File: src/rtl/weight_bank_dbuf.sv
// Double-buffered weight bank: weights load into a shadow bank by addressed writes
// or an auto-incrementing burst, and reach the active bank only on commit.
//
// Burst handshake: a word transfers on a rising edge where burstValid && burstReady.
// burstReady is high for the whole BURST state; burstValid low stalls with no change.
module weight_bank_dbuf #(
  parameter int DATA_W    = 8,
  parameter int N_WEIGHTS = 10,
  parameter int ADDR_W    = 4
) (
  input  logic                        clk,
  input  logic                        rst_n,
  input  logic [DATA_W-1:0]           dataIn,
  input  logic [ADDR_W-1:0]           address,
  input  logic                        write,
  input  logic                        burstStart,
  input  logic                        burstValid,
  output logic                        burstReady,
  output logic                        burstDone,
  input  logic                        commit,
  input  logic [ADDR_W-1:0]           rdAddr,
  output logic [DATA_W-1:0]           rdData,
  output logic [N_WEIGHTS*DATA_W-1:0] weightsOut,
  output logic                        busy,
  output logic                        addrErr,
  output logic [1:0]                  state_dbg
);

  typedef enum logic [1:0] {
    IDLE  = 2'd0,
    BURST = 2'd1,
    DONE  = 2'd2
  } state_t;

  localparam logic [ADDR_W:0]   NW   = (ADDR_W+1)'(N_WEIGHTS);
  localparam logic [ADDR_W-1:0] LAST = ADDR_W'(N_WEIGHTS - 1);

  state_t state, state_nx;

  logic [DATA_W-1:0] shadow [N_WEIGHTS];
  logic [DATA_W-1:0] active [N_WEIGHTS];
  logic [ADDR_W-1:0] ptr;
  logic [ADDR_W-1:0] cnt;
  logic              pending;

  logic addr_ok, rd_ok;
  logic single_we, burst_we, start, copy_now, pend_set, pend_clr, err_set;

  assign addr_ok   = {1'b0, address} < NW;
  assign rd_ok     = {1'b0, rdAddr} < NW;
  assign state_dbg = state;

  always_ff @(posedge clk or negedge rst_n) begin
    if (!rst_n) state <= IDLE;
    else        state <= state_nx;
  end

  always_comb begin
    state_nx   = state;
    busy       = 1'b0;
    burstReady = 1'b0;
    burstDone  = 1'b0;
    single_we  = 1'b0;
    burst_we   = 1'b0;
    start      = 1'b0;
    copy_now   = 1'b0;
    pend_set   = 1'b0;
    pend_clr   = 1'b0;
    err_set    = 1'b0;
    case (state)
      IDLE: begin
        copy_now = commit;
        // A valid burst start takes priority over a same-cycle single write.
        if (burstStart) begin
          if (addr_ok) begin
            start    = 1'b1;
            state_nx = BURST;
          end else begin
            err_set = 1'b1;
          end
        end else if (write) begin
          if (addr_ok) single_we = 1'b1;
          else         err_set   = 1'b1;
        end
      end
      BURST: begin
        busy       = 1'b1;
        burstReady = 1'b1;
        pend_set   = commit;
        if (burstValid) begin
          burst_we = 1'b1;
          if (cnt == LAST) state_nx = DONE;
        end
      end
      DONE: begin
        burstDone = 1'b1;
        copy_now  = pending | commit;
        pend_clr  = 1'b1;
        state_nx  = IDLE;
      end
      default: state_nx = IDLE;
    endcase
  end

  always_ff @(posedge clk or negedge rst_n) begin
    if (!rst_n) begin
      for (int i = 0; i < N_WEIGHTS; i++) begin
        shadow[i] <= '0;
        active[i] <= '0;
      end
      ptr     <= '0;
      cnt     <= '0;
      pending <= 1'b0;
      addrErr <= 1'b0;
      rdData  <= '0;
    end else begin
      if (single_we) shadow[address] <= dataIn;
      if (burst_we) begin
        shadow[ptr] <= dataIn;
        ptr         <= (ptr == LAST) ? '0 : ptr + 1'b1;
        cnt         <= cnt + 1'b1;
      end
      if (start) begin
        ptr <= address;
        cnt <= '0;
      end
      // Copy reads the pre-edge shadow, so a same-edge write is not included.
      if (copy_now) begin
        for (int i = 0; i < N_WEIGHTS; i++) active[i] <= shadow[i];
      end
      if (pend_set)      pending <= 1'b1;
      else if (pend_clr) pending <= 1'b0;
      if (err_set) addrErr <= 1'b1;
      rdData <= rd_ok ? shadow[rdAddr] : '0;
    end
  end

  for (genvar g = 0; g < N_WEIGHTS; g++) begin : g_out
    assign weightsOut[g*DATA_W +: DATA_W] = active[g];
  end

endmodule

File: config.mk
export PLATFORM = sky130hd
export DESIGN_NAME = weight_bank_dbuf
export DESIGN_NICKNAME = d
export VERILOG_FILES = /design/src/rtl/weight_bank_dbuf.sv
export SDC_FILE = /design/constraint.sdc
export NUM_CORES = 1
export LEC_CHECK = 0
export CAP_MARGIN = 20
export CORE_MARGIN = 10
export CORE_UTILIZATION = 49
export DETAILED_ROUTE_END_ITERATION = 16
export PLACE_DENSITY = 0.76
export SYNTH_ARGS = -nofsm -noshare
export SYNTH_HDL_FRONTEND = slang
export SYNTH_SLANG_ARGS = --single-unit
File: constraint.sdc
create_clock -name clk -period 1.67 [get_ports clk]
set_clock_uncertainty 0.05 [all_clocks]
set_input_delay 0.2505 -clock clk [delete_from_list [all_inputs] [get_ports clk]]
set_output_delay 0.2505 -clock clk [all_outputs]
set_load 0.005 [all_outputs]
== After elaboration in Yosys (flattened, before gate mapping) ==
Index checks and enable logic that the tools add are counted.
Widths: inputs -> output; s select.

* Add/subtract/negate cells: 2
* Order comparisons: 7
* Eq/ne operators: 8
* Muxes and demuxes: 40
* Bitwise operators: 4
* Reductions and logical operators: 6

{| class="wikitable"
|+ Operator list
! cell !! count
|-
| $bwmux 80 || 2
|-
| $mux 80 || 2
|-
| $demux 8 s4 || 2
|-
| $mux 8 || 5
|-
| $bmux 8 s4 || 1
|-
| $mux 4 || 5
|-
| $mux 1 || 17
|-
| $ge 5x5->1 const B || 3
|-
| $not 4->5 || 3
|-
| $lt 5x1->1 const B || 2
|-
| $add 4x1->4 const B || 2
|-
| $eq 4x4->1 const B || 2
|-
| $lt 4x4->1 const B || 2
|-
| $mux 2 || 4
|-
| $ne 2x2->1 const B || 4
|-
| $pmux 2 s2 || 1
|-
| $reduce_and 4->1 || 1
|-
| $reduce_bool 2->1 || 2
|-
| $eq 2x1->1 const B || 1
|-
| $eq 2x2->1 const B || 1
|-
| $logic_and 1x1->1 || 2
|-
| $logic_not 2->1 || 1
|-
| $pmux 1 s2 || 1
|-
| $or 1x1->1 || 1
|}

* Register bits after elaboration: 180
* Input bits: 22
* Output and inout port bits: 94
* Logic and storage cells: 93

== Depth between registers and ports, before layout ==
* Word-level depth: 9
* Depth in mapped cells: 7
* Gate-level depth less buffers: 5

== Least setup slack after synthesis ==
No wires, ideal clock.

* Path kind: register to register
* From: reg state[0], in the netlist state_dbg[0]
* To: reg shadow[40] (netlist name)
* Setup time: 125 ps
* Arrival: 1676 ps
* Data required time: 1495 ps
* Setup slack: -181 ps
* Cell stages (with the launch flop): 6
* Buffers on the path: 1
* Period minus slack after synthesis: 1851 ps
* Path through: dfrtp_1 buf_6 nor4b_2 nand3b_1 o22ai_2 mux2_2

* Longest elaborated chain between the ends: 5
* Elaborated cells on any way between the ends: 7
* Those cells by class: eq/ne (1); mux (5); reduce/logical (1)

{| class="wikitable"
|+ RTL lines
! what !! RTL line !! source
|-
| from (decl) || 38 || <nowiki>state_t state, state_nx;</nowiki>
|-
| from (signal assigned) || 55 || <nowiki>else state <= state_nx;</nowiki>
|-
| $logic_not 2->1 || 70 || <nowiki>case (state)</nowiki>
|-
| $mux 1 || 70 ||
|-
| $mux 80 || 117 || <nowiki>if (single_we) shadow[address] <= dataIn;</nowiki>
|-
| $bwmux 80 || 119 || <nowiki>shadow[ptr] <= dataIn;</nowiki>
|-
| $mux 80 (*) || 118 || <nowiki>if (burst_we) begin</nowiki>
|-
| to (signal, indexed assignment) || 117 ||
|-
| to (signal, indexed assignment) || 119 ||
|-
| to (decl) || 40 || <nowiki>logic [DATA_W-1:0] shadow [N_WEIGHTS];</nowiki>
|}

Mark *: on every way between the ends. The rest lies on a longest branch, timed or not.
A chain may end at the register's enable or synchronous reset.

== Final worst setup path ==
* From: reg state[0], in the netlist state_dbg[0]
* To: reg shadow[26] (netlist name)

The elaborated chain is that of the path after synthesis.

==> impl_metrics.csv <==
group,metric,value,unit
outcome,status,"finished, violations left",
outcome,violations,"setup timing",
floorplanning,die_area,21110,µm²
synthesis,synth-edff-count,0,
finish,area_growth,47.45,%
clock_tree,insertion_delay,0.43,ns
worst_setup_path,critical-path-slowest-cell,"dfrtp_2",
timing,report.final.slew_viol_count,0,
finish,fillers,881,
clock_tree,cts-htree-levels,4,
detailed_routing,drcViolationCount,0,
floorplanning,die_x,145.3,µm
timing,worst_slack,-0.2446,ns
finish,utilization,0.7405,
worst_setup_path,arrival,2.18,ns
synthesis,syn_area,7691,µm²
synthesis,syn_area_per_cell,15.20,µm²
worst_setup_path,cp_max_fo,8,
detailed_routing,wire_per_inst,25.29,µm
worst_setup_path,critPathLaunchType,"register",
grt,grt_max_degree,69,
finish,antenna_cells,0,
synthesis,synthCells,506,
synthesis,syn_nets,530,
floorplanning,fp-row-count,45,
worst_setup_path,timing.rr.end,"shadow[26]$_DFF_PN0_",
power,ir_drop,0.001091,V
floorplanning,ios,116,
synthesis,ys_seq_area_frac,0.5857,
clock_tree,numClockSinks,180,
power,power.leakage,5.180,nW
timing,tightest_slew,0.6161,ns
detailed_routing,totalWireLength,23540,µm
worst_setup_path,cp_data_required_time,1.93,ns
floorplanning,core-area,15310,µm²
timing,fin_crit_sh,1.146,
timing,hold_viol,0,
worst_setup_path,r2r-start,"state_dbg[0]$_DFFE_PN0P_",
worst_setup_path,endpoint,"shadow[26]$_DFF_PN0_",
timing,rsz0062_at_grt,"true",
detailed_routing,wl_met2,11960,µm
timing,slew_headroom,0.5880,
detailed_routing,drt-met1-wl,9633,µm
grt,grt_first_pass_wirelength,32020,µm
clock_tree,cts_buffers,17,
grt,grt_use_total,0.1915,
placement,dp.cells,860,
worst_setup_path,crit_chain,"buf_6 > and3b_2 > nand2b_4 > o32a_1 > buf_12 > mux2_4",
power,p_per_area,1907,nW/µm²
placement,io_buffer_count,115,
worst_setup_path,crit_start,"state_dbg[0]$_DFFE_PN0P_",
detailed_routing,antenna_left,0,
grt,antenna_found_initial,0,
floorplanning,start_util,0.5022,
detailed_routing,dr.max_layer_used,"met4",
flow_run,maxCapViolCount,0,
grt,grt.overflow.total,0,
worst_setup_path,r2r_cells,6,
clock_tree,cts_tree,"done",
synthesis,yosys.area.top_type_share,0.5857,
finish,drive_gt1_frac,0.4681,
timing,period_minus_slack,1.915,ns
finish,final_cell_mix,"dfrtp_1, mux2_4, clkdlybuf4s50_1",
placement,placed_area,9578,µm²
worst_setup_path,critPathCaptureType,"register",
synthesis,yosys_register_bits,180,
worst_setup_path,max_stage_delay,0.43,ns
timing,setup_viol_count_final,167,
synthesis,yosysTopAreaCell,"dfrtp_1",
synthesis,synth_cell_types,44,
synthesis,ys.flop_type,"dfrtp_1",
finish,layout_commonest_cell,"dfrtp_1",
grt,grt_pass1_vias,5457,
worst_setup_path,r2r_slack,-0.24,ns
worst_setup_path,critical_path_class,"register to register",
detailed_routing,dr.pass1.iters,7,
detailed_routing,met3_length,1399,µm
clock_tree,cts_buffer_depth,2,
floorplanning,die_h,145.3,µm
detailed_routing,via_per_inst,5.750,
detailed_routing,drt_iter0_markers,422,
timing,fmax,522.3,MHz
placement,gp_congestion,0.8400,
worst_hold_path,hp-class,"input pin to async pin",
clock_tree,clockRootBuffer,"clkbuf_16",
clock_tree,path_clk_slew,0.06,ns
placement,hpwl,13900,µm
timing,whs,0.1790,ns
finish,nets,731,
detailed_routing,num_vias,5353,
synthesis,ys_async_sr_fraction,1.000,
finish,layout.cells.non_filler,931,
synthesis,yosys_warnings,0,
finish,stdcell_area,11340,µm²
power,power,21.63,mW
synthesis,synth.area.top_cells,"dfrtp_1, mux2_2, mux4_2",
## worst max-delay path, delay by kind of cell (launching register included)
kind | cells | cell delay (ns)
multiplexers | 1 | 0.30
AND/OR/NAND/NOR | 2 | 0.41
buffers and inverters | 2 | 0.28
flip-flops | 1 | 0.43
AO/OA/AOI/OAI | 1 | 0.33
## metal layers
layer	GRT usage	vias to the layer above
met5	0	-
met4	0.07078	0
met3	0.04284	42
met2	0.3174	228
met1	0.2405	2835
li1	-	2248
## synthesized netlist by cell type, drive strengths merged, types with 3 or more instances
cell type and number:
o21ai 10, inv 3, nor2b 5, dfrtp 180, a22oi 3, a21oi 7, clkbuf 4, nand3 7
o211ai 5, nand3b 4, a31oi 3, mux2 163, mux2i 15, o22ai 8, nand2 12, buf 27
nor2 9, mux4 11, nand2b 6
## power breakdown
| group | internal [mW] | total (mW) | switching, mW |
|---|---|---|---|
| Clock | 2.53 | 4.28 | 1.75 |
| Combinational | 6.18 | 9.22 | 3.04 |
| Sequential | 6.40 | 8.13 | 1.73 |
| Total | 15.1 | 21.6 | 6.51 |
## cell type report
class,instances,area [µm²],share of cell area
Inverter,3,11.26,0.0009929
Clock inverter,13,190.2,0.01677
Sequential cell,180,4507,0.3974
Clock buffer,19,432.9,0.03817
Tap cell,211,264.0,0.02328
Timing Repair Buffer,213,2365,0.2085
Multi-Input combinational cell,292,3571,0.3149
## stage by stage
stage                     setup TNS [ns]  setup WS, ns
after global placement            -49.48       -0.5529
after global routing              -32.52       -0.2609
after detailed placement          -56.95       -0.6300
after floorplan                   -11.37       -0.1810
final                             -26.42       -0.2446
after CTS                         -12.91       -0.1866
## timing repair
item,CTS,global route
hold endpoints to repair,180,0
pin swaps,10,11
hold buffers,1,0
endpoints found under the setup margin,86,177
gates cloned,0,15
gates resized for setup,45,124
setup buffers,8,16
## worst min path at each step
| stage | from | endpoint | slack [ns] | cells after the start |
|---|---|---|---|---|
| after floorplan | rst_n | addrErr$_DFFE_PN0P_ | -0.1 | 0 |
| after global placement | rst_n | addrErr$_DFFE_PN0P_ | 0.05 | 1 |
| after detailed placement | rst_n | addrErr$_DFFE_PN0P_ | 0.06 | 1 |
| after CTS | rst_n | addrErr$_DFFE_PN0P_ | 0.18 | 2 |
| after global routing | rst_n | weightsOut[60]$_DFFE_PN0P_ | 0.19 | 2 |
| final | rst_n | weightsOut[65]$_DFFE_PN0P_ | 0.18 | 2 |
## flip-flops by register name, indices dropped and copies added, names as in the netlist
register and count:
state_dbg 2, rdData 8, shadow 80, ptr 4
addrErr 1, cnt 4, pending 1, weightsOut 80
## kinds of logic after synthesis
kind of cell             synth area share
AO/OA/AOI/OAI                     0.04474
XOR/XNOR                         0.003417
adder cells (fa/ha/maj)          0.003253
buffers and inverters             0.02391
flip-flops                         0.5857
multiplexers                       0.2982
AND/OR/NAND/NOR                   0.04083
No activity file was read; power rests on OpenSTA's default activity.
